`src/rtl/uart_tx_ctl.sv`:
```
// UART transmit serializer: accepts a byte on a valid/ready handshake and shifts out
// a start bit, 8 data bits (LSB first), optional parity and 1 or 2 stop bits.
module uart_tx_ctl #(
    parameter int CLOCK_RATE = 50_000_000,
    parameter int BAUD_RATE  = 115_200,
    parameter int PARITY     = 0,
    parameter int STOP_BITS  = 1
) (
    input  logic       clk_tx,
    input  logic       rst_clk_tx,
    input  logic [7:0] tx_data,
    input  logic       tx_valid,
    output logic       tx_ready,
    output logic       tx_busy,
    output logic       txd_tx
);

    localparam int DIVISOR = (CLOCK_RATE + BAUD_RATE / 2) / BAUD_RATE;
    localparam int CNT_W   = (DIVISOR > 2) ? $clog2(DIVISOR) : 1;

    localparam logic [CNT_W-1:0] BAUD_LAST  = CNT_W'(DIVISOR - 1);
    localparam bit               HAS_PARITY = (PARITY == 1) || (PARITY == 2);
    localparam bit               ODD_PARITY = (PARITY == 1);
    localparam logic [2:0]       STOP_LAST  = (STOP_BITS == 2) ? 3'd1 : 3'd0;

    generate
        if (DIVISOR < 2) begin : gDivisorCheck
            $error("uart_tx_ctl: DIVISOR must be at least 2");
        end
    endgenerate

    typedef enum logic [2:0] {
        S_IDLE,
        S_START,
        S_DATA,
        S_PARITY,
        S_STOP
    } state_t;

    state_t           state_q, state_d;
    logic [CNT_W-1:0] baud_q, baud_d;
    logic [2:0]       bit_q, bit_d;
    logic [7:0]       shift_q, shift_d;
    logic             par_q, par_d;
    logic             txd_q, txd_d;
    logic             lastTick;

    assign lastTick = (baud_q == BAUD_LAST);

    always_ff @(posedge clk_tx) begin
        if (rst_clk_tx) begin
            state_q <= S_IDLE;
            baud_q  <= '0;
            bit_q   <= '0;
            shift_q <= '0;
            par_q   <= 1'b0;
            txd_q   <= 1'b1;
        end else begin
            state_q <= state_d;
            baud_q  <= baud_d;
            bit_q   <= bit_d;
            shift_q <= shift_d;
            par_q   <= par_d;
            txd_q   <= txd_d;
        end
    end

    // Parity is fixed at accept time; the shift register drops one data bit per DATA terminal count.
    always_comb begin
        state_d = state_q;
        baud_d  = baud_q;
        bit_d   = bit_q;
        shift_d = shift_q;
        par_d   = par_q;
        if (state_q == S_IDLE) begin
            baud_d = '0;
            bit_d  = '0;
            if (tx_valid) begin
                state_d = S_START;
                shift_d = tx_data;
                par_d   = (^tx_data) ^ ODD_PARITY;
            end
        end else begin
            baud_d = lastTick ? '0 : baud_q + CNT_W'(1);
            if (lastTick) begin
                case (state_q)
                    S_START: begin
                        state_d = S_DATA;
                        bit_d   = '0;
                    end
                    S_DATA: begin
                        if (bit_q == 3'd7) begin
                            state_d = HAS_PARITY ? S_PARITY : S_STOP;
                            bit_d   = '0;
                        end else begin
                            bit_d   = bit_q + 3'd1;
                            shift_d = {1'b0, shift_q[7:1]};
                        end
                    end
                    S_PARITY: begin
                        state_d = S_STOP;
                        bit_d   = '0;
                    end
                    S_STOP: begin
                        if (bit_q == STOP_LAST) begin
                            state_d = S_IDLE;
                            bit_d   = '0;
                        end else begin
                            bit_d = bit_q + 3'd1;
                        end
                    end
                    default: state_d = S_IDLE;
                endcase
            end
        end
    end

    // The line level is chosen from the upcoming state so txd_tx itself is a plain flop output.
    always_comb begin
        txd_d = 1'b1;
        case (state_d)
            S_START:  txd_d = 1'b0;
            S_DATA:   txd_d = shift_d[0];
            S_PARITY: txd_d = par_q;
            default:  txd_d = 1'b1;
        endcase
    end

    assign tx_ready = (state_q == S_IDLE);
    assign tx_busy  = (state_q != S_IDLE);
    assign txd_tx   = txd_q;

endmodule

```
`config.mk`:
```
export PLATFORM = sky130hd
export DESIGN_NAME = uart_tx_ctl
export DESIGN_NICKNAME = d
export VERILOG_FILES = /design/src/rtl/uart_tx_ctl.sv
export SDC_FILE = /design/constraint.sdc
export NUM_CORES = 1
export LEC_CHECK = 0
export CORE_ASPECT_RATIO = 1.2
export CORE_MARGIN = 1
export CORE_UTILIZATION = 50
export DETAILED_ROUTE_END_ITERATION = 12
export PLACE_DENSITY = 0.86
export SETUP_SLACK_MARGIN = 0.05
export SLEW_MARGIN = 20
export SYNTH_ARGS = -nofsm -noshare
export SYNTH_HDL_FRONTEND = slang
export SYNTH_SLANG_ARGS = --single-unit
export TNS_END_PERCENT = 10
```
`constraint.sdc`:
```
create_clock -name clk_tx -period 1.9 [get_ports clk_tx]
set_input_delay 0.19 -clock clk_tx [delete_from_list [all_inputs] [get_ports clk_tx]]
set_output_delay 0.19 -clock clk_tx [all_outputs]
set_load 0.05 [all_outputs]
```
=== Yosys cells after proc, flatten, opt, wreduce, memory -nomap -nowiden ===
Cells that the tools add are included.

* Add/subtract/negate cells: 2
* Equality and inequality tests: 11
* Mux-type cells: 15
* Reductions and logical operators: 13

{| class="wikitable"
|+ Operator list
! cell !! number
|-
| 8-bit two-way mux || 5
|-
| 3-bit two-way mux || 7
|-
| 3-bit by 2-bit equality test with 1-bit output (second input constant) || 4
|-
| 3-bit case mux with 4 select lines || 1
|-
| 9-bit by 1-bit adder with 9-bit output (second input constant) || 1
|-
| 9-bit equality test (second input constant) || 1
|-
| 3-bit case mux with 3 select lines || 1
|-
| 8-bit XOR reduction || 1
|-
| 3-bit by 1-bit equality test with 1-bit output (second input constant) || 2
|-
| 3-bit equality test (second input constant) || 2
|-
| 3-bit logical NOT || 2
|-
| 3-bit nonzero test || 2
|-
| 2-bit != test (second input constant) || 2
|-
| 2-bit AND reduction || 2
|-
| 4-bit AND reduction || 1
|-
| 2-bit nonzero test || 2
|-
| 2-bit OR reduction || 2
|-
| 3-bit by 1-bit adder with 3-bit output (second input constant) || 1
|-
| 1-bit case mux with 3 select lines || 1
|-
| 3-bit OR reduction || 1
|}

* Register bits: 25
* Output and inout bits: 3

=== Longest topological paths before layout ===
* Depth in word-level cells: 7
* Depth in mapped cells: 8

=== Worst setup path after synthesis ===
No wires, ideal clock.

* Kind: register to register
* From: register bit_q[0]
* To: register txd_q, in the netlist txd_tx
* Setup time: 134 ps
* Arrival time: 1836 ps
* Data required time: 1766 ps
* Path slack: -70 ps
* Cell stages (with the launch flop): 9
* Path buffers: 1
* Period minus slack after synthesis: 1970 ps
* Cell sequence: dfxtp_1 ha_1 ha_1 nor4b_4 and3_2 buf_4 o311ai_2 nor4b_1 o211ai_1

* Word-level cells in the longest chain between the ends: 7
* Elaborated cells on any way between the ends: 15
* Those cells by class: eq/ne (4); mux (10); reduce/logical (1)

{| class="wikitable"
|+ Ends and longest elaborated chain
! element !! RTL line !! RTL
|-
| start, declared || 42 || <nowiki>logic [2:0] bit_q, bit_d;</nowiki>
|-
| start signal, assigned || 61 || <nowiki>bit_q <= bit_d;</nowiki>
|-
| 3-bit equality test / 3-bit logical NOT (equally long branches) || 92, 105 ||
|-
| 3-bit two-way mux, on equally long branches || 92, 105 ||
|-
| 3-bit case mux with 4 select lines || 86 || <nowiki>case (state_q)</nowiki>
|-
| 3-bit two-way mux || 85 || <nowiki>if (lastTick) begin</nowiki>
|-
| 3-bit two-way mux || 75 || <nowiki>if (state_q == S_IDLE) begin</nowiki>
|-
| 3-bit by 2-bit equality test with 1-bit output / 3-bit by 1-bit equality test with 1-bit output (equally long branches) || 121 || <nowiki>case (state_d)</nowiki>
|-
| 1-bit case mux with 3 select lines * || 121 ||
|-
| end signal, assigned || 64 || <nowiki>txd_q <= txd_d;</nowiki>
|-
| end, declared || 45 || <nowiki>logic txd_q, txd_d;</nowiki>
|}

Mark *: on every way between the ends. The rest lies on a longest branch, timed or not. The select of a mux whose other input is x is not followed.
A chain may end at the register's enable or synchronous reset.

=== Worst setup path in the final report ===
* From: register bit_q[1]
* To: register txd_q, in the netlist txd_tx

Same word-level chain as after synthesis.

==> metrics <==
setup_tns=0 ns; initial core utilization=0.525; Comb power frac=0.196; clk_skew=0.00455 ns; Slew headroom=0.674; synth top area cells=dfxtp_1 (38%), xnor2_1 (5.9%), a21oi_1 (5.7%); RSZ-0062 raised after global routing=true; Synth area leader=dfxtp_1; # DRC=0; Nets=183; Mapped Cells=148; worst r2r path cells=7; global-route wire length before repair=4.33 mm; ys flop type=dfxtp_1; Tot GR Track Use=0.201; Routed WL=2.63 mm; CTS tree=done; CP max stage cell=dfxtp_2; layout cell share with drive strength beyond 1=0.229; Hold Buf Count CTS=0; Clock Pin Slew Worst Setup and Hold Paths=0.14 ns; Design Area, Final=1610 um2; Max Fclk=551 MHz; Fill cells=203; initial antenna violation count=0; Hold Path Origin=baud_q[0]$_SDFF_PP0_; leakage power=0.551 nW; critical path arrival=2.02 ns; clock root buffer=clkbuf_4; VDD IR max=454 uV; count leader, synth=dfxtp_1; Switching Fraction=0.283; Tot Pwr=0.00100 W; Yosys warning count=0; Synth top area share=0.377; DRT Pass-1 Iters=4; Die Ht=58.4 um; Hold Path End=baud_q[0]$_SDFF_PP0_; Hold Crit Depth=1; Worst R2R Start=bit_q[1]$_SDFFE_PP0P_; Avg WL per Cell=13.2 um; DR iter-0 viols=28; Top Ports=14; CP startpoint kind=flop; n_diodes=0; vias in the first global route=1048; DIE AREA=2870 um2; GPL Wtd Cong=0.837; crit end category=flop; clock tree buffer depth=2; Yosys cell types=42; Cell Pwr Density=625 nW/um2; Net Switching=0.000284 W; area delta synth->final=20.9%; die width=49.0 um; Largest delay share family, worst path=simple AND/OR/NAND/NOR gates; CP dominant cell by count=ha_4; Post-synth EDFFs=0; CP cell instances=ha_4 > ha_4 > nor4b_4 > and3_4 > o311ai_4 > nor4b_2 > o211ai_1; Final min period=1.81 ns; # clock sinks=25; CP max FO=3; vias per cell=5.43; Seq cells post-synth=25; Row Count=20; Worst R2R Setup Slack=0.09 ns; Vias=1081; Reg-to-Reg End=txd_tx$_SDFF_PP1_; max capacitance violation total=0; syn nets=164; placed inst area=1520 um2; Hold Path Class=reg -> reg; Internal=0.000719 W; Final Hold Fails=0; largest net degree at the start of global routing=15; area of the mapped netlist=1330 um2; hold slack=0.448 ns; status=complete, no violations; GRT overflow=0; Buf/Inv on CP=0; sequential cell area=508 um2; worst-margin pin slew=0.488 ns; Clk Latency, worst-skew pair=0.32 ns; WS Path Type=reg -> reg; Seq/Total Area, Yosys=0.377; Multi-input gate area=796 um2; Clock Power Share=0.242; syn avg cell area=8.97 um2; Period Utilization, post-route=0.955; Pins Over Slew Limit=0; Async S/R FF share, synth=0; Final setup viols=0; core region area=2530 um2; required time worst endpoint=2.10 ns; Num CTS Buffers=3; Final ANT Viol Nets=0; share of power burned in registers=0.562; commonest cells in the netlist=dfxtp_1 (25), nor2_1 (18), nand2_1 (17); Final HPWL DP=1.99 mm; PortBufs=13; H-tree Lvls=1; crit-path max cell delay=0.36 ns
## logic make-up after synthesis
group | after synthesis | share of synthesized area
multiplexers | 1 | 0.00848
AND/OR/NAND/NOR | 60 | 0.257
XOR/XNOR | 12 | 0.0792
AO/OA/AOI/OAI | 32 | 0.167
buffers and inverters | 13 | 0.0641
flip-flops | 25 | 0.377
adder cells (fa/ha/maj) | 5 | 0.0471
## state kept, by name (all words and copies together) (netlist names)
register	flops
baud_q	9
bit_q	3
par_q	1
txd_tx	1
shift_q	8
state_q	3
## timing repair
action                     4_1_cts  5_1_grt
pin swaps                        4        6
cloned                           0        0
setup endpoints to repair        2       10
buffers inserted                 2        0
gates resized for setup          5        8
## layout by cell type (no fill, tap or decap), drive strengths merged, types with 5 or more instances in the layout
cell type / synthesis / routed
buf: 4 / 10
clkdlybuf4s50: 0 / 11
dfxtp: 25 / 25
ha: 5 / 5
a22oi: 7 / 7
nand3: 6 / 6
a21oi: 15 / 15
inv: 6 / 6
nand2: 17 / 17
xnor2: 9 / 9
nor2: 18 / 18
## final cells by class
class	count	share of cell area
multi-input cells	110	0.496
flip-flops and latches	25	0.316
repair buffers	21	0.131
well taps	33	0.0257
clock buffers	3	0.0140
inverters	6	0.0140
clock inverters	1	0.00312
## per-layer routing
metal,track usage,up-vias,wire length [um]
met5,0,-,0
met4,0.143,0,85
met3,0.0233,8,24
met2,0.381,12,1360
met1,0.205,510,1170
li1,-,551,-
## power by group through the flow
stage / Clock (W) / Combinational, W / Sequential (W)
CTS: 0.000248 / 0.000190 / 0.000563
global route: 0.000267 / 0.000210 / 0.000568
finish: 0.000243 / 0.000197 / 0.000565
floorplan: 0 / 0.000115 / 0.000575
global placement: 0 / 0.000176 / 0.000574
detailed placement: 0 / 0.000185 / 0.000575
## worst max-delay path by stage
stage	from	cells past startpoint	endpoint
4_1_cts	state_q[0]$_SDFF_PP0_	4	tx_ready
5_1_grt	bit_q[1]$_SDFFE_PP0P_	7	txd_tx$_SDFF_PP1_
2_1_floorplan	bit_q[0]$_SDFFE_PP0P_	8	txd_tx$_SDFF_PP1_
3_3_place_gp	bit_q[0]$_SDFFE_PP0P_	7	txd_tx$_SDFF_PP1_
3_5_place_dp	bit_q[0]$_SDFFE_PP0P_	7	txd_tx$_SDFF_PP1_
6_report	bit_q[1]$_SDFFE_PP0P_	7	txd_tx$_SDFF_PP1_
## per-stage QoR
step                 util  setup slack (ns)  cells
detailed placement  0.601            0.0452    193
finish              0.635            0.0860    199
global placement    0.601             0.116    193
CTS                 0.630            0.0448    199
global route        0.635           -0.0251    199
floorplan               -            0.0637    148
(Power assumes the default switching activity.)
